==> config.mk <==
export PLATFORM = sky130hd
export DESIGN_NAME = mdlsm_batch_ctrl_flat
export DESIGN_NICKNAME = d
export VERILOG_FILES = /design/src/rtl/mdlsm_pkg.sv /design/src/rtl/mdlsm_batch_ctrl_if.sv /design/src/rtl/mdlsm_wdog.sv /design/src/rtl/mdlsm_batch_ctrl.sv /design/src/flat_wrapper.sv
export SDC_FILE = /design/constraint.sdc
export NUM_CORES = 1
export LEC_CHECK = 0
export CELL_PAD_IN_SITES_DETAIL_PLACEMENT = 1
export CELL_PAD_IN_SITES_GLOBAL_PLACEMENT = 2
export CORE_MARGIN = 1
export CORE_UTILIZATION = 38
export CTS_CLUSTER_DIAMETER = 200
export DETAILED_ROUTE_END_ITERATION = 12
export GPL_ROUTABILITY_DRIVEN = 0
export PLACE_DENSITY = 0.95
export SLEW_MARGIN = 15
export SYNTH_ARGS = -nofsm -noshare
export SYNTH_HDL_FRONTEND = slang
export SYNTH_HIERARCHICAL = 1
export SYNTH_SLANG_ARGS = --single-unit
==> constraint.sdc <==
create_clock -name clk -period 8.93 [get_ports clk]
set_input_delay 1.786 -clock clk [delete_from_list [all_inputs] [get_ports clk]]
set_output_delay 1.786 -clock clk [all_outputs]
set_load 0.01 [all_outputs]
==> src/rtl/mdlsm_pkg.sv <==
// mdlsm_pkg -- shared types and defaults for the batch sequencer.
// Contents:
//   ctrl_state_t   : sequencer state encoding
//   DEF_*          : default parameter values used by the sequencer and watchdog
//   state_is_busy  : decodes which states count as "busy" for the host
package mdlsm_pkg;

  localparam int DEF_LINES   = 64;
  localparam int DEF_FILE_W  = 10;
  localparam int DEF_CNT_W   = 8;
  localparam int DEF_TIMEOUT = 1023;

  typedef enum logic [3:0] {
    ST_IDLE,
    ST_READ,
    ST_LOAD1,
    ST_LOAD2,
    ST_CALC,
    ST_WAIT,
    ST_WRITE,
    ST_DONE,
    ST_ERR
  } ctrl_state_t;

  function automatic logic state_is_busy(input ctrl_state_t s);
    return (s == ST_READ)  || (s == ST_LOAD1) || (s == ST_LOAD2) ||
           (s == ST_CALC)  || (s == ST_WAIT)  || (s == ST_WRITE);
  endfunction

endpackage

==> src/rtl/mdlsm_batch_ctrl_if.sv <==
// mdlsm_batch_ctrl_if -- host and datapath signals of the batch sequencer.
// master modport : the sequencer (takes commands, drives strobes/status)
// slave modport  : host plus datapath side (drives commands, takes strobes)
// Signals:
//   start, abort, file_base, file_count : batch commands from the host
//   cal_finish                          : calculation done from the datapath
//   read_file, write_reg1, write_reg2,
//   cal_start, write_file               : one-cycle datapath strobes
//   file_index, line_index              : current file / line
//   busy, finish, error                 : batch status
interface mdlsm_batch_ctrl_if #(
  parameter int FILE_W = 10,
  parameter int CNT_W  = 8,
  parameter int LINE_W = 6
);
  logic              start;
  logic              abort;
  logic [FILE_W-1:0] file_base;
  logic [CNT_W-1:0]  file_count;
  logic              cal_finish;
  logic              read_file;
  logic              write_reg1;
  logic              write_reg2;
  logic              cal_start;
  logic              write_file;
  logic [FILE_W-1:0] file_index;
  logic [LINE_W-1:0] line_index;
  logic              busy;
  logic              finish;
  logic              error;

  modport master (
    input  start, abort, file_base, file_count, cal_finish,
    output read_file, write_reg1, write_reg2, cal_start, write_file,
    output file_index, line_index, busy, finish, error
  );

  modport slave (
    output start, abort, file_base, file_count, cal_finish,
    input  read_file, write_reg1, write_reg2, cal_start, write_file,
    input  file_index, line_index, busy, finish, error
  );
endinterface

==> src/rtl/mdlsm_wdog.sv <==
// mdlsm_wdog -- calculation watchdog.
// Ports:
//   clk, rst (async, active-low)
//   en      : high while the sequencer waits for cal_finish; counter cleared when low
//   clr     : synchronous clear (abort)
//   expired : high during the TIMEOUT-th consecutive enabled cycle
// TIMEOUT = 0 disables the watchdog (expired never asserts).
module mdlsm_wdog
  import mdlsm_pkg::*;
#(
  parameter int TIMEOUT = DEF_TIMEOUT
) (
  input  logic clk,
  input  logic rst,
  input  logic en,
  input  logic clr,
  output logic expired
);

  // Counter holds the number of enabled cycles already elapsed, 0..TIMEOUT-1.
  localparam int CW = (TIMEOUT > 2) ? $clog2(TIMEOUT) : 1;
  localparam logic [CW-1:0] LAST = (TIMEOUT == 0) ? '0 : CW'(TIMEOUT - 1);

  logic [CW-1:0] cnt_q, cnt_d;

  always_comb begin
    cnt_d = cnt_q;
    if (!en || clr || (TIMEOUT == 0)) begin
      cnt_d = '0;
    end else if (cnt_q != LAST) begin
      cnt_d = cnt_q + CW'(1);
    end
  end

  always_ff @(posedge clk or negedge rst) begin
    if (!rst) begin
      cnt_q <= '0;
    end else begin
      cnt_q <= cnt_d;
    end
  end

  assign expired = (TIMEOUT != 0) && en && !clr && (cnt_q == LAST);

endmodule

==> src/rtl/mdlsm_batch_ctrl.sv <==
// mdlsm_batch_ctrl -- batch sequencer for the file-driven calculation flow.
// Walks files file_base .. file_base+file_count-1 and, per file, lines
// 0 .. LINES-1, issuing read / load1 / load2 / calc / write strobes per line,
// waiting for cal_finish in between under a watchdog.
// Ports:
//   clk, rst (async, active-low; forces every output to 0)
//   bus (master modport of mdlsm_batch_ctrl_if): commands in, strobes and
//       status out; all outputs are registered.
module mdlsm_batch_ctrl
  import mdlsm_pkg::*;
#(
  parameter int LINES   = DEF_LINES,
  parameter int LINE_W  = (LINES > 1) ? $clog2(LINES) : 1,
  parameter int FILE_W  = DEF_FILE_W,
  parameter int CNT_W   = DEF_CNT_W,
  parameter int TIMEOUT = DEF_TIMEOUT
) (
  input logic                clk,
  input logic                rst,
  mdlsm_batch_ctrl_if.master bus
);

  localparam logic [LINE_W-1:0] LAST_LINE = LINE_W'(LINES - 1);

  ctrl_state_t       state_q, state_d;
  logic [FILE_W-1:0] base_q, base_d;
  logic [FILE_W-1:0] file_idx_q, file_idx_d;
  logic [CNT_W-1:0]  count_q, count_d;
  logic [CNT_W-1:0]  off_q, off_d;
  logic [LINE_W-1:0] line_q, line_d;

  logic read_file_q, read_file_d;
  logic write_reg1_q, write_reg1_d;
  logic write_reg2_q, write_reg2_d;
  logic cal_start_q, cal_start_d;
  logic write_file_q, write_file_d;
  logic busy_q, busy_d;
  logic finish_q, finish_d;
  logic error_q, error_d;

  logic wd_expired;
  logic last_line;
  logic last_file;
  logic launch;

  mdlsm_wdog #(
    .TIMEOUT(TIMEOUT)
  ) u_wdog (
    .clk    (clk),
    .rst    (rst),
    .en     (state_q == ST_WAIT),
    .clr    (bus.abort),
    .expired(wd_expired)
  );

  assign last_line = (line_q == LAST_LINE);
  assign last_file = (off_q == count_q - CNT_W'(1));
  // A relaunch from ERR behaves exactly like a start from IDLE.
  assign launch    = bus.start && ((state_q == ST_IDLE) || (state_q == ST_ERR));

  always_comb begin
    state_d = state_q;
    base_d  = base_q;
    count_d = count_q;
    off_d   = off_q;
    line_d  = line_q;

    // Abort outranks everything, including cal_finish, expiry and a relaunch.
    if ((state_q != ST_IDLE) && bus.abort) begin
      state_d = ST_IDLE;
    end else if (launch) begin
      if (bus.file_count != '0) begin
        base_d  = bus.file_base;
        count_d = bus.file_count;
        off_d   = '0;
        line_d  = '0;
        state_d = ST_READ;
      end else begin
        state_d = ST_DONE;
      end
    end else begin
      case (state_q)
        ST_READ:  state_d = ST_LOAD1;
        ST_LOAD1: state_d = ST_LOAD2;
        ST_LOAD2: state_d = ST_CALC;
        ST_CALC:  state_d = ST_WAIT;
        ST_WAIT: begin
          // cal_finish wins over an expiry landing in the same cycle.
          if (bus.cal_finish) begin
            state_d = ST_WRITE;
          end else if (wd_expired) begin
            state_d = ST_ERR;
          end
        end
        ST_WRITE: begin
          if (last_line) begin
            if (last_file) begin
              state_d = ST_DONE;
            end else begin
              line_d  = '0;
              off_d   = off_q + CNT_W'(1);
              state_d = ST_READ;
            end
          end else begin
            line_d  = line_q + LINE_W'(1);
            state_d = ST_READ;
          end
        end
        ST_DONE: state_d = ST_IDLE;
        default: state_d = state_q;
      endcase
    end

    // Outputs are decoded from the next state so they are registered yet
    // still line up with the state they belong to.
    read_file_d  = (state_d == ST_READ);
    write_reg1_d = (state_d == ST_LOAD1);
    write_reg2_d = (state_d == ST_LOAD2);
    cal_start_d  = (state_d == ST_CALC);
    write_file_d = (state_d == ST_WRITE);
    busy_d       = state_is_busy(state_d);
    finish_d     = (state_d == ST_DONE);
    error_d      = (state_d == ST_ERR);
    // Wraps modulo 2^FILE_W by construction.
    file_idx_d   = base_d + FILE_W'(off_d);
  end

  always_ff @(posedge clk or negedge rst) begin
    if (!rst) begin
      state_q      <= ST_IDLE;
      base_q       <= '0;
      count_q      <= '0;
      off_q        <= '0;
      line_q       <= '0;
      file_idx_q   <= '0;
      read_file_q  <= 1'b0;
      write_reg1_q <= 1'b0;
      write_reg2_q <= 1'b0;
      cal_start_q  <= 1'b0;
      write_file_q <= 1'b0;
      busy_q       <= 1'b0;
      finish_q     <= 1'b0;
      error_q      <= 1'b0;
    end else begin
      state_q      <= state_d;
      base_q       <= base_d;
      count_q      <= count_d;
      off_q        <= off_d;
      line_q       <= line_d;
      file_idx_q   <= file_idx_d;
      read_file_q  <= read_file_d;
      write_reg1_q <= write_reg1_d;
      write_reg2_q <= write_reg2_d;
      cal_start_q  <= cal_start_d;
      write_file_q <= write_file_d;
      busy_q       <= busy_d;
      finish_q     <= finish_d;
      error_q      <= error_d;
    end
  end

  assign bus.read_file  = read_file_q;
  assign bus.write_reg1 = write_reg1_q;
  assign bus.write_reg2 = write_reg2_q;
  assign bus.cal_start  = cal_start_q;
  assign bus.write_file = write_file_q;
  assign bus.file_index = file_idx_q;
  assign bus.line_index = line_q;
  assign bus.busy       = busy_q;
  assign bus.finish     = finish_q;
  assign bus.error      = error_q;

endmodule
==> src/flat_wrapper.sv <==
// flat-port wrapper written by rule: the top's interface ports become plain ports
module mdlsm_batch_ctrl_flat import mdlsm_pkg::*;
#(
  parameter int LINES   = DEF_LINES,
  parameter int LINE_W  = (LINES > 1) ? $clog2(LINES) : 1,
  parameter int FILE_W  = DEF_FILE_W,
  parameter int CNT_W   = DEF_CNT_W,
  parameter int TIMEOUT = DEF_TIMEOUT
)
  (clk, rst, bus_start, bus_abort, bus_file_base, bus_file_count, bus_cal_finish, bus_read_file, bus_write_reg1, bus_write_reg2, bus_cal_start, bus_write_file, bus_file_index, bus_line_index, bus_busy, bus_finish, bus_error);
  mdlsm_batch_ctrl_if #(.FILE_W(FILE_W), .CNT_W(CNT_W), .LINE_W(LINE_W)) bus_i ();
  input logic clk;
  input logic rst;
  input wire logic [$bits(bus_i.start)-1:0] bus_start;
  input wire logic [$bits(bus_i.abort)-1:0] bus_abort;
  input wire logic [$bits(bus_i.file_base)-1:0] bus_file_base;
  input wire logic [$bits(bus_i.file_count)-1:0] bus_file_count;
  input wire logic [$bits(bus_i.cal_finish)-1:0] bus_cal_finish;
  output wire logic [$bits(bus_i.read_file)-1:0] bus_read_file;
  output wire logic [$bits(bus_i.write_reg1)-1:0] bus_write_reg1;
  output wire logic [$bits(bus_i.write_reg2)-1:0] bus_write_reg2;
  output wire logic [$bits(bus_i.cal_start)-1:0] bus_cal_start;
  output wire logic [$bits(bus_i.write_file)-1:0] bus_write_file;
  output wire logic [$bits(bus_i.file_index)-1:0] bus_file_index;
  output wire logic [$bits(bus_i.line_index)-1:0] bus_line_index;
  output wire logic [$bits(bus_i.busy)-1:0] bus_busy;
  output wire logic [$bits(bus_i.finish)-1:0] bus_finish;
  output wire logic [$bits(bus_i.error)-1:0] bus_error;
  assign bus_i.start = bus_start;
  assign bus_i.abort = bus_abort;
  assign bus_i.file_base = bus_file_base;
  assign bus_i.file_count = bus_file_count;
  assign bus_i.cal_finish = bus_cal_finish;
  assign bus_read_file = bus_i.read_file;
  assign bus_write_reg1 = bus_i.write_reg1;
  assign bus_write_reg2 = bus_i.write_reg2;
  assign bus_cal_start = bus_i.cal_start;
  assign bus_write_file = bus_i.write_file;
  assign bus_file_index = bus_i.file_index;
  assign bus_line_index = bus_i.line_index;
  assign bus_busy = bus_i.busy;
  assign bus_finish = bus_i.finish;
  assign bus_error = bus_i.error;
  mdlsm_batch_ctrl #(.LINES(LINES), .LINE_W(LINE_W), .FILE_W(FILE_W), .CNT_W(CNT_W), .TIMEOUT(TIMEOUT)) u_core (.clk(clk), .rst(rst), .bus(bus_i));
endmodule
==> impl_table.tex <==
\begin{tabular}{lr}
\hline
Metric & Value \\
\hline
\multicolumn{2}{l}{\textbf{Finish}} \\
Fill cell count & 1,098 \\
Multi-input combinational cell area & 1950 um2 \\
Design Area, Final & about 4500 um2 \\
Number of cells in the finished layout apart from fillers & roughly 560 \\
Antenna diode count & 0 \\
Final nets & about 460 \\
Share of post-route cells with drive strength above 1 & 0.125 \\
Area growth from synthesis to final layout & 19.3\% \\
Sequential cell area in the final layout & $\sim$1600 um2 \\
\multicolumn{2}{l}{\textbf{Hold path}} \\
Hold Path Stages & 2 \\
HP Start & u\_core/base\_q[0] \\
Terminating pin of the worst hold path & u\_core/base\_q[0] \\
Type of the worst min-delay path & flop to flop \\
\multicolumn{2}{l}{\textbf{Route}} \\
Total number of vias & 3,061 \\
Remaining antenna violation count & 0 \\
First-pass iteration count of the detailed router & 4 \\
Final routed wirelength across all metal layers & between 9000 and 10,000 um \\
Initial detailed-routing violation count & 76 \\
Routed via count divided by cell count & approximately 5.4 \\
WL per Instance & around 16 um \\
Drt drc & 0 \\
\multicolumn{2}{l}{\textbf{Synth}} \\
Asr flop ratio synth & 1.00 \\
Syn Nets & around 420 \\
Top\_reg\_cell synth & sky130\_fd\_sc\_hd\_\_dfrtp\_1 \\
Flops \& latches, synth & between 60 and 70 \\
Synthesized area divided by synthesized cell count & between 9 and 10 um2 \\
Most common cell in the netlist & sky130\_fd\_sc\_hd\_\_dfrtp\_1 \\
Post-synthesis cell type count & 80 \\
Number of cells produced by synthesis & between 300 and 400 \\
Syn. warnings & 6 \\
Area share of the largest cell type after synthesis & 0.428 \\
Post-synth top cells & sky130\_fd\_sc\_hd\_\_dfrtp\_1 (64), sky130\_fd\_sc\_hd\_\_nand2\_1 (63), sky130\_fd\_sc\_hd\_\_nor2\_1 (28) \\
Count of flip-flops with a built-in enable after synthesis & 0 \\
Mapped Area & roughly 3700 um2 \\
Leading area contributor after synthesis & sky130\_fd\_sc\_hd\_\_dfrtp\_1 \\
Cells taking the most area after synthesis & sky130\_fd\_sc\_hd\_\_dfrtp\_1 (43\%), sky130\_fd\_sc\_hd\_\_nand2\_1 (6.3\%), sky130\_fd\_sc\_hd\_\_ha\_1 (4.0\%) \\
Register area share after synthesis & 0.428 \\
\multicolumn{2}{l}{\textbf{Worst setup path}} \\
Worst endpoint data arrival time & $\sim$6.0 ns \\
Startpoint of the worst-slack reg-to-reg timing path & u\_core/count\_q[0] \\
Critical Path Max Stage Delay & roughly 0.61 ns \\
Cell family contributing the most delay on the critical path & compound AO/OA/AOI/OAI gates \\
Kind of end point of the critical path & flop \\
Worst reg2reg path endpoint & u\_core/bus.file\_index[9] \\
Critical path launch point type & input port \\
Critical path buffers and inverters & 2 \\
Largest driver fanout on the critical path & 20 \\
CP Depth & 15 \\
Path depth of the worst reg2reg path & 18 \\
CP required & 9.15 ns \\
Slowest stage cell, crit path & sky130\_fd\_sc\_hd\_\_nor4\_1 \\
Class of the most critical setup path & input port to flop \\
Worst R2R Setup Slack & 4.09 ns \\
Cell breakdown of the critical path & clkdlybuf4s50\_1 -> nor4\_1 -> a21oi\_2 -> nand2\_2 -> mux2i\_1 -> inv\_1 -> ha\_1 -> a21o\_1 -> a21oi\_1 -> o21ai\_0 -> o211a\_1 -> or3\_1 -> o31a\_1 -> a2111oi\_2 -> a211oi\_2 \\
\multicolumn{2}{l}{\textbf{Power}} \\
Power density over cell area & $\sim$300 nW/um2 \\
Leakage & approximately 0.0020 uW \\
Post-layout power & between 1000 and 1500 uW \\
Peak supply drop & 0.000130 V \\
\multicolumn{2}{l}{\textbf{Die}} \\
Die outline area & slightly above 10,000 um2 \\
Area of the core & 9370 um2 \\
IO Count & 47 \\
Height of the die & between 100 and 150 um \\
FP Rows & 35 \\
Horiz. Die Dim & 101 um \\
Starting density of the core & 0.399 \\
\multicolumn{2}{l}{\textbf{STA}} \\
Minimum clock period after layout & just under 6 ns \\
Maximum clock skew at final layout & between 0.01 and 0.015 ns \\
Maximum clock rate & about 170 MHz \\
RSZ-0062 raised after global routing & false \\
Slew at the pin closest to its max-slew limit & 1.15 ns \\
Final setup violation count & 0 \\
Accumulated negative setup slack & 0 ns \\
Min setup slack post-route & around 3.1 ns \\
Slew headroom & 0.231 \\
Hold violation total from the final report & 0 \\
Total count of max-transition violations in the final report & 0 \\
Part of the cycle the worst path needs & 0.648 \\
\multicolumn{2}{l}{\textbf{Clocking}} \\
Num CTS Buffers & 9 \\
Clock tree from TritonCTS & built \\
Post-CTS Hold Fix Bufs & 0 \\
Max H-tree Level & 3 \\
CTS sink count & 64 \\
Count of cells resized by post-cts repair & 0 \\
CTS clock-pin slew for the worst setup and hold paths & 0.07 ns \\
Number of buffers inserted to repair setup after CTS & 0 \\
Maximum buffer depth of the clock tree & 2 \\
Later-pin clock latency in the skew report & between 0.3 and 0.4 ns \\
Clock root cell & sky130\_fd\_sc\_hd\_\_clkbuf\_8 \\
\multicolumn{2}{l}{\textbf{Placement}} \\
Pre-CTS worst setup slack & between 2 and 3 ns \\
Number of placed cells counting well taps & about 550 \\
HPWL after detailed placement & about 6600 um \\
Instance area after placement & $\sim$4300 um2 \\
Total of buffers placed on input and output ports & 46 \\
\multicolumn{2}{l}{\textbf{Flow run}} \\
Max\_cap viols & 0 \\
\multicolumn{2}{l}{\textbf{GRT}} \\
Number of global-route vias before repair & between 3,000 and 4,000 \\
Number of antenna violations at the first check in global routing & 0 \\
First-pass GRT wire length & approximately 16,000 um \\
Residual overflow from global routing & 0 \\
Pin count of the biggest net entering global routing & 65 \\
Global router's overall resource usage & 0.198 \\
\multicolumn{2}{l}{\textbf{Status}} \\
Status & finished clean \\
\hline
\end{tabular}
## sequential cells by signal, indices dropped and copies added (netlist names), 4 cells and up
register and count:
u_core/bus.line_index 6, u_core/u_wdog/cnt_q 10, u_core/bus.file_index 10, u_core/count_q 8
u_core/base_q 10, u_core/state_q 4, u_core/off_q 8
## worst reg2reg max path, delay by kind of cell, from the launching register on
kind / cells / cell delay (ns)
AO/OA/AOI/OAI: 11 / 2.65
AND/OR/NAND/NOR: 3 / 0.78
adder cells (fa/ha/maj): 2 / 0.58
flip-flops: 1 / 0.43
multiplexers: 1 / 0.16
buffers and inverters: 1 / 0.08
## metal layers
layer  global-route usage  part of all wire  routed length, um  vias up
li1                     -                 -                  -     1480
met1                0.245              0.46               4160     1525
met2                0.346              0.50               4500       49
met3               0.0469             0.033                301        7
met4               0.0569            0.0086                 78        0
met5                    0                 0                  0        -
## area by class of cell
class,count,area share
Clock inverter,5,0.0126
Inverter,19,0.0177
Sequential cell,64,0.359
Tap cell,129,0.0362
Timing Repair Buffer,48,0.105
Multi-Input combinational cell,286,0.438
Clock buffer,11,0.0317
## kinds of logic after synthesis
logic type	after synthesis	synth area share
buf+inv	35	0.0502
mux	14	0.0431
simple gates	167	0.232
flops	64	0.428
xor+xnor	13	0.0341
fa+ha+maj	13	0.0455
compound gates	79	0.167
## power breakdown
group / internal [uW] / switching [uW]
clock network: 136 / 116
registers: 381 / 84.6
logic: 296 / 327
## layout by cell type (no fill, tap or decap), types with 4 or more instances in the layout
cell type / Yosys / layout
sky130_fd_sc_hd__nand3_1: 13 / 13
sky130_fd_sc_hd__o21ai_0: 17 / 17
sky130_fd_sc_hd__a21oi_1: 8 / 8
sky130_fd_sc_hd__nor3_1: 8 / 8
sky130_fd_sc_hd__xor2_1: 5 / 5
sky130_fd_sc_hd__or3_1: 6 / 6
sky130_fd_sc_hd__nor2_1: 28 / 28
sky130_fd_sc_hd__and3_1: 5 / 5
sky130_fd_sc_hd__clkbuf_8: 0 / 10
sky130_fd_sc_hd__nand2_1: 63 / 63
sky130_fd_sc_hd__a211oi_1: 7 / 7
sky130_fd_sc_hd__dfrtp_1: 64 / 64
sky130_fd_sc_hd__ha_1: 12 / 12
sky130_fd_sc_hd__xnor2_1: 7 / 7
sky130_fd_sc_hd__clkdlybuf4s50_1: 0 / 45
sky130_fd_sc_hd__inv_1: 16 / 16
sky130_fd_sc_hd__a31oi_1: 4 / 4
sky130_fd_sc_hd__nor4_1: 5 / 5
sky130_fd_sc_hd__mux2i_1: 8 / 8
sky130_fd_sc_hd__o31ai_1: 4 / 4
## worst max-delay path by stage
stage / from / endpoint / slack (ns)
2_1_floorplan: bus_file_count[1] / u_core/bus.file_index[9] / 3.93
3_3_place_gp: bus_file_count[5] / u_core/bus.file_index[9] / 2.91
3_5_place_dp: bus_file_count[5] / u_core/bus.file_index[9] / 2.77
4_1_cts: bus_file_count[5] / u_core/bus.file_index[9] / 3.14
5_1_grt: bus_file_count[5] / u_core/bus.file_index[9] / 2.76
6_report: bus_file_count[5] / u_core/bus.file_index[9] / 3.14
## metrics by stage
stage           util  hold WS, ns
2_1_floorplan      -        0.446
3_3_place_gp   0.455        0.465
3_5_place_dp   0.455        0.484
4_1_cts        0.476        0.502
5_1_grt        0.476        0.516
6_report       0.476        0.494
No activity file was read; power rests on OpenSTA's default activity.
